### src/rtl/alu_pkg.sv
// ---------------------------------------------------------------------------
// alu_pkg
// Shared definitions for the RISC ALU datapath blocks.
//   - DEFAULT_WIDTH / DEFAULT_SLICE : default operand width and bits per slice
//   - state_t                       : sequential adder FSM encoding
//   - ovf_flag()                    : signed overflow from operand/result MSBs
// ---------------------------------------------------------------------------
package alu_pkg;

  localparam int DEFAULT_WIDTH = 32;
  localparam int DEFAULT_SLICE = 4;

  typedef enum logic [1:0] {
    ST_IDLE = 2'd0,
    ST_RUN  = 2'd1,
    ST_DONE = 2'd2
  } state_t;

  // Two's-complement overflow: both addends share a sign and the result
  // sign differs from it. b_msb is the MSB of the operand actually added
  // (already inverted for subtraction).
  function automatic logic ovf_flag(input logic a_msb,
                                    input logic b_msb,
                                    input logic r_msb);
    return (a_msb == b_msb) && (r_msb != a_msb);
  endfunction

endpackage

### src/rtl/add_slice.sv
// ---------------------------------------------------------------------------
// add_slice
// Combinational SLICE-bit ripple-carry adder, reused once per cycle by the
// sequential adder.
// Ports:
//   a, b  in  SLICE  addend slices
//   cin   in  1      carry in
//   s     out SLICE  sum slice
//   cout  out 1      carry out of the slice MSB
// ---------------------------------------------------------------------------
module add_slice
  import alu_pkg::*;
#(
  parameter int SLICE = DEFAULT_SLICE
) (
  input  logic [SLICE-1:0] a,
  input  logic [SLICE-1:0] b,
  input  logic             cin,
  output logic [SLICE-1:0] s,
  output logic             cout
);

  // Ripple the carry bit by bit; the local variable keeps the chain inside
  // one process so no combinational loop through a vector is created.
  always_comb begin
    logic c;
    c = cin;
    s = '0;
    for (int i = 0; i < SLICE; i++) begin
      s[i] = a[i] ^ b[i] ^ c;
      c    = (a[i] & b[i]) | (c & (a[i] ^ b[i]));
    end
    cout = c;
  end

endmodule

### src/rtl/seq_slice_adder.sv
// ---------------------------------------------------------------------------
// seq_slice_adder
// Multi-cycle WIDTH-bit add/subtract unit. One SLICE-bit slice is added per
// cycle (LSB slice first) with the carry kept in a register, so a WIDTH-bit
// operation takes WIDTH/SLICE RUN cycles through a single small adder.
//
// Ports:
//   clk        in   1      clock, rising edge
//   rst_n      in   1      synchronous reset, active low
//   in_valid   in   1      a/b/sub valid
//   in_ready   out  1      operands accepted (IDLE only, low during reset)
//   a, b       in   WIDTH  operands
//   sub        in   1      1: a-b, 0: a+b
//   out_valid  out  1      result valid, held until out_ready
//   out_ready  in   1      downstream accepts the result
//   result     out  WIDTH  sum / difference (modulo 2^WIDTH)
//   c_out      out  1      carry out of MSB (sub: 1 = no borrow)
//   zero, neg, ovf out 1   status flags, only when SEQ_ADD_FLAGS_EN is defined
//
// Build option: define SEQ_ADD_FLAGS_EN to add the zero/neg/ovf flag ports.
// ---------------------------------------------------------------------------
module seq_slice_adder
  import alu_pkg::*;
#(
  parameter int WIDTH = DEFAULT_WIDTH,
  parameter int SLICE = DEFAULT_SLICE
) (
  input  logic             clk,
  input  logic             rst_n,
  input  logic             in_valid,
  output logic             in_ready,
  input  logic [WIDTH-1:0] a,
  input  logic [WIDTH-1:0] b,
  input  logic             sub,
  output logic             out_valid,
  input  logic             out_ready,
  output logic [WIDTH-1:0] result,
`ifdef SEQ_ADD_FLAGS_EN
  output logic             c_out,
  output logic             zero,
  output logic             neg,
  output logic             ovf
`else
  output logic             c_out
`endif
);

  localparam int NSLICE = WIDTH / SLICE;
  localparam int CW     = (NSLICE > 1) ? $clog2(NSLICE) : 1;
  localparam logic [CW-1:0] LAST_SLICE = CW'(NSLICE - 1);

  state_t           state;
  logic [CW-1:0]    counter;
  logic [WIDTH-1:0] op_a;
  logic [WIDTH-1:0] op_b;
  logic             carry;
  logic [WIDTH-1:0] acc;
  logic [SLICE-1:0] slice_sum;
  logic             slice_cout;
  logic [WIDTH-1:0] next_acc;

`ifdef SEQ_ADD_FLAGS_EN
  logic             a_msb;
  logic             b_msb;
`endif

  // The single slice adder always works on the bottom slice of the operand
  // shift registers; the registers shift down after every RUN cycle.
  add_slice #(
    .SLICE (SLICE)
  ) u_add_slice (
    .a    (op_a[SLICE-1:0]),
    .b    (op_b[SLICE-1:0]),
    .cin  (carry),
    .s    (slice_sum),
    .cout (slice_cout)
  );

  // The new slice enters at the top of the accumulator, so after NSLICE
  // shifts the first (least significant) slice has reached bit 0.
  assign next_acc = {slice_sum, acc[WIDTH-1:SLICE]};

  // in_ready is qualified with rst_n so nothing is accepted while reset is
  // being applied, even though the state register only clears on the edge.
  assign in_ready = rst_n && (state == ST_IDLE);

  // The accumulator and carry register double as the output registers: they
  // stop changing once DONE is reached, which gives stable outputs under
  // backpressure without an extra copy.
  assign result = acc;
  assign c_out  = carry;

  // Main FSM plus datapath registers. Subtraction is done as a + ~b + 1 by
  // inverting b at accept time and seeding the carry with 1.
  always_ff @(posedge clk) begin
    if (!rst_n) begin
      state     <= ST_IDLE;
      counter   <= '0;
      op_a      <= '0;
      op_b      <= '0;
      carry     <= 1'b0;
      acc       <= '0;
      out_valid <= 1'b0;
`ifdef SEQ_ADD_FLAGS_EN
      a_msb     <= 1'b0;
      b_msb     <= 1'b0;
      zero      <= 1'b0;
      neg       <= 1'b0;
      ovf       <= 1'b0;
`endif
    end else begin
      case (state)
        ST_IDLE: begin
          if (in_valid) begin
            op_a    <= a;
            op_b    <= sub ? ~b : b;
            carry   <= sub;
            counter <= '0;
            state   <= ST_RUN;
`ifdef SEQ_ADD_FLAGS_EN
            a_msb   <= a[WIDTH-1];
            b_msb   <= sub ? ~b[WIDTH-1] : b[WIDTH-1];
`endif
          end
        end

        ST_RUN: begin
          acc     <= next_acc;
          op_a    <= op_a >> SLICE;
          op_b    <= op_b >> SLICE;
          carry   <= slice_cout;
          counter <= counter + 1'b1;
          if (counter == LAST_SLICE) begin
            state     <= ST_DONE;
            out_valid <= 1'b1;
`ifdef SEQ_ADD_FLAGS_EN
            zero      <= (next_acc == '0);
            neg       <= next_acc[WIDTH-1];
            ovf       <= ovf_flag(a_msb, b_msb, next_acc[WIDTH-1]);
`endif
          end
        end

        ST_DONE: begin
          if (out_ready) begin
            out_valid <= 1'b0;
            state     <= ST_IDLE;
          end
        end

        default: begin
          state     <= ST_IDLE;
          out_valid <= 1'b0;
        end
      endcase
    end
  end

endmodule

### config.mk
export PLATFORM = sky130hd
export DESIGN_NAME = seq_slice_adder
export DESIGN_NICKNAME = d
export VERILOG_FILES = /design/src/rtl/alu_pkg.sv /design/src/rtl/add_slice.sv /design/src/rtl/seq_slice_adder.sv
export SDC_FILE = /design/constraint.sdc
export NUM_CORES = 1
export LEC_CHECK = 0
export ABC_AREA = 1
export CAP_MARGIN = 20
export CORE_ASPECT_RATIO = 1.1
export CORE_MARGIN = 2
export CORE_UTILIZATION = 45
export DETAILED_ROUTE_END_ITERATION = 8
export GPL_ROUTABILITY_DRIVEN = 0
export PLACE_DENSITY = 0.83
export SKIP_CTS_REPAIR_TIMING = 1
export SYNTH_ARGS = -nofsm -noshare
export SYNTH_HDL_FRONTEND = slang
export SYNTH_SLANG_ARGS = --single-unit
### constraint.sdc
create_clock -name clk -period 2.38 [get_ports clk]
set_clock_uncertainty 0.2 [all_clocks]
set_input_delay 0.595 -clock clk [delete_from_list [all_inputs] [get_ports clk]]
set_output_delay 0.595 -clock clk [all_outputs]
set_load 0.05 [all_outputs]
After elaboration in Yosys (flattened, before gate mapping)
Index checks and enable logic that the tools add are counted.
{"block": "word_totals", "reg_bits": 103, "in_bits": 69, "out_inout_bits": 35, "wordCells": 58}
{"block": "classes", "addsub": 1, "n_eq_ne": 6, "mux": 16, "n_bitwise": 22, "reduce_logical": 6}
{"operator": "$pmux W32 S2", "count": 2}
{"operator": "$mux W32", "count": 3}
{"operator": "$not A32 Y32", "count": 1}
{"operator": "$and A1 B1 Y1", "count": 8}
{"operator": "$xor A1 B1 Y1", "count": 8}
{"operator": "$mux W2", "count": 3}
{"operator": "$ne A2 B2 Y1 const B", "count": 3}
{"operator": "$pmux W2 S3", "count": 1}
{"operator": "$pmux W3 S2", "count": 1}
{"operator": "$reduce_and A3 Y1", "count": 2}
{"operator": "$or A1 B1 Y1", "count": 4}
{"operator": "$add A3 B1 Y3 const B", "count": 1}
{"operator": "$eq A3 B3 Y1 const B", "count": 1}
{"operator": "$mux W1", "count": 3}
{"operator": "$mux W3", "count": 1}
{"operator": "$pmux W1 S3", "count": 1}
{"operator": "$eq A2 B1 Y1 const B", "count": 1}
{"operator": "$eq A2 B2 Y1 const B", "count": 1}
{"operator": "$logic_not A2 Y1", "count": 1}
{"operator": "$pmux W1 S2", "count": 1}
{"operator": "$reduce_and A2 Y1", "count": 1}
{"operator": "$reduce_bool A2 Y1", "count": 1}
{"operator": "$logic_and A1 B1 Y1", "count": 1}
{"operator": "$not A1 Y1", "count": 1}

Longest topological paths before layout
{"block": "depth", "word_depth": 10, "depth_mapped": 12, "ltp_nobuf": 12}

Cells and area by module
A second synthesis with hierarchy kept.
{"block": "unflattened", "hier_cells": 800, "area_unflattened_um2": 5008.6}
{"module": "seq_slice_adder", "n_inst": 1, "cells_per_inst": 786, "area_each_um2": 4890.9, "seq_area_each_um2": 2062.0}
{"module": "add_slice", "n_inst": 1, "cells_per_inst": 14, "area_each_um2": 117.6, "seq_area_each_um2": 0.0}

Least setup slack after synthesis
OpenSTA, ideal clock, no wires.
{"block": "synth_path", "path_type": "input port to output port", "startpoint": "in rst_n", "endpoint": "out in_ready", "t_arrival_ns": 1.795, "t_required_ns": 1.585, "slack_ns": -0.210, "stages": 5, "n_path_buf": 3, "cell_sequence": "buf_2 -> inv_2 -> buf_2 -> buf_2 -> nor2_1"}
{"block": "synth_via", "elab_chain_len": 1}
{"item": "start: declaration", "line_no": "seq_slice_adder.sv:29", "source": "input logic rst_n,"}
{"item": "$logic_and A1 B1 Y1", "line_no": "seq_slice_adder.sv:85", "source": "assign in_ready = rst_n && (state == ST_IDLE);"}
{"item": "end: declaration", "line_no": "seq_slice_adder.sv:31", "source": "output logic in_ready,"}
Every way passes these cells.

Worst setup path in the final report
Same ends and word-level chain as after synthesis.

==> results by group <==
GRT
  • Total track usage: 0.195
  • Initial antenna violation count: 0
  • GRT overflow: 0
  • First-pass GRT wire length: 19.4 mm
  • Largest net degree at the start of global routing: 59
  • Vias in the first global route: 4357

Synth
  • Largest family of logic cells by synthesized area: simple AND/OR/NAND/NOR gates
  • Sequential area share after synthesis: 0.412
  • Synthesized area: 5010 µm²
  • Mean Syn Cell Area: 6.27 µm²
  • Synth unique cells: 18
  • Synth Area in Simple Gates: 0.403
  • Number of synthesized register bits: 103
  • Yosys warning count: 0
  • Post-Syn Nets: 874
  • Compound-Gate Fraction of Synth Area: 0.0500
  • Synth Area in XOR/XNOR: 0.00700
  • Adder-Cell Fraction of Synth Area: 0.0210
  • Post-synthesis mux area share: 0
  • Post-Syn Instances: 799

Drt
  • Routed wire per std cell: 11.3 µm
  • Routed vias: 4921
  • Final antenna-violating net count: 0
  • Via density per instance: 4.78
  • Starting DRT DRC Count: 208
  • DRT Pass-1 Iters: 4
  • DRC: 0
  • Wirelength, routed: 11.6 mm

STA
  • Min Clock Period, post-route: 2340 ps
  • Slew HR: 0.587
  • Setup TNS: 0 ps
  • Final setup viols: 0
  • RSZ-0062 raised after global routing: no
  • Slew Limit Fails: 0
  • Worst-margin pin slew: 620 ps
  • Max Fclk: 428 MHz
  • Period utilization: 0.982
  • Final Hold Viols: 0

Clock network
  • Clock root buffer: clkbuf_16
  • Num Clock Sinks: 103
  • Worst-path clk slew: 70 ps
  • Num CTS Buffers: 9
  • Longest Clk Path Bufs: 2
  • TritonCTS clock tree: done
  • Clk_lat worst skew: 340 ps
  • H-Tree Depth: 3

Setup path
  • Critical Path Max Stage Delay: 500 ps
  • Top delay family on crit path: buffers and inverters
  • Crit path cell chain: clkdlybuf4s50_1, inv_2, nor2_2, buf_12
  • CP max stage cell: clkdlybuf4s50_1
  • Crit. End Element: output port
  • CP Data Arrival Time: 1540 ps
  • Worst setup path class: input port to output port
  • Critical Path RT: 1580 ps
  • Crit start category: input port
  • CP Max Fanout: 2
  • Buffers & Inverters on Critical Path: 3

Cells and area
  • Final net count: 952
  • Area Growth Syn to Fin: 29.1%
  • Final non-filler cell area: 6460 µm²
  • Final std cells w/o fill: 1029
  • Layout cells sized above 1: 0.0488
  • Number of fill cells: 1027
  • Antenna fix cells: 0
  • Final core occ: 0.595

Floorplan
  • Die footprint: 12000 µm²
  • Starting Density: 0.461
  • Row cnt: 40
  • Core area: 10900 µm²
  • Die Width: 105 µm
  • Die height: 115 µm
  • Top Ports: 104

Power
  • Peak supply drop: 0.485 mV
  • Pwr per Cell Area: 672 nW/µm²
  • Design Power: 4.34 mW
  • Pleak: 3.06 nW

Placed design
  • Number of port buffers: 103
  • Dpl hpwl: 7.64 mm
  • Placed cell count: 1013
  • Area after DPL: 6160 µm²

Min path
  • Hold WC Path Type: register to register

Status
  • Status: completed

Job
  • # Max-Cap Violations: 0
==> Yosys cell counts (all sizes together) <==
library cell    n  share of area
fa              4          0.016
dfxtp         103           0.41
clkbuf         15          0.011
nor2          204           0.15
o21ai          34          0.034
ha              2         0.0050
buf            35          0.037
nand3          82          0.082
nand2         222           0.17
xor2            4         0.0070
a21oi          16          0.016
inv            78          0.058
==> registers in the layout, indices dropped and copies added, names as in the netlist <==
name,count
result,32
counter,3
op_b,32
c_out,1
out_valid,1
state,2
op_a,32
==> stage by stage <==
| step | setup WS [ps] | hold WS, ps |
|---|---|---|
| floorplan | 12.7 | 228 |
| global placement | 75.2 | 253 |
| detailed placement | 80.3 | 260 |
| CTS | 35.8 | 267 |
| global route | 20.8 | 286 |
| finish | 42.9 | 266 |
==> metal layers <==
| layer | vias up | wire length, µm | global-route usage |
|---|---|---|---|
| met1 | 2197 | 5280 | 0.246 |
| met4 | 0 | 233 | 0.0730 |
| met5 | - | 0 | 0 |
| met2 | 123 | 5490 | 0.337 |
| li1 | 2582 | - | - |
| met3 | 19 | 581 | 0.0330 |
==> path summary, 6_finish.rpt <==
| path | from | end | slack (ps) | depth (start not counted) |
|---|---|---|---|---|
| setup / recovery | rst_n | in_ready | 40 | 4 |
| hold / removal | counter[0]$_SDFFE_PN0P_ | counter[0]$_SDFFE_PN0P_ | 270 | 1 |
| setup reg to reg | c_out$_SDFFE_PN0P_ | result[31]$_SDFFE_PN0P_ | 140 | 8 |
| hold reg to reg | counter[0]$_SDFFE_PN0P_ | counter[0]$_SDFFE_PN0P_ | 270 | 1 |
==> cells by family after synthesis <==
group,count (synthesis)
AND/OR/NAND/NOR,508
buffers and inverters,128
flip-flops,103
AO/OA/AOI/OAI,50
adder cells (fa/ha/maj),6
XOR/XNOR,4
==> power by group <==
part / internal (mW) / switching, mW
combinational: 0.370 / 0.561
sequential: 1.85 / 0.0762
clock: 0.843 / 0.638
==> layout by cell type (no fill, tap or decap), drive strengths merged, types with 11 or more instances in the layout <==
| cell type | n |
|---|---|
| a21oi | 16 |
| buf | 17 |
| clkbuf | 11 |
| clkdlybuf4s50 | 99 |
| dfxtp | 103 |
| inv | 78 |
| nand2 | 222 |
| nand3 | 82 |
| nor2 | 204 |
| o21ai | 34 |
==> final cells by class <==
type / count / area [µm²] / share of cell area
inverters: 78 / 293 / 0.0453
flip-flops and latches: 103 / 2060 / 0.319
multi-input cells: 568 / 2410 / 0.374
repair buffers: 117 / 1210 / 0.187
clock buffers: 11 / 243 / 0.0376
well taps: 147 / 184 / 0.0285
clock inverters: 5 / 57.6 / 0.00891
Power figures use the tool's default switching activity.
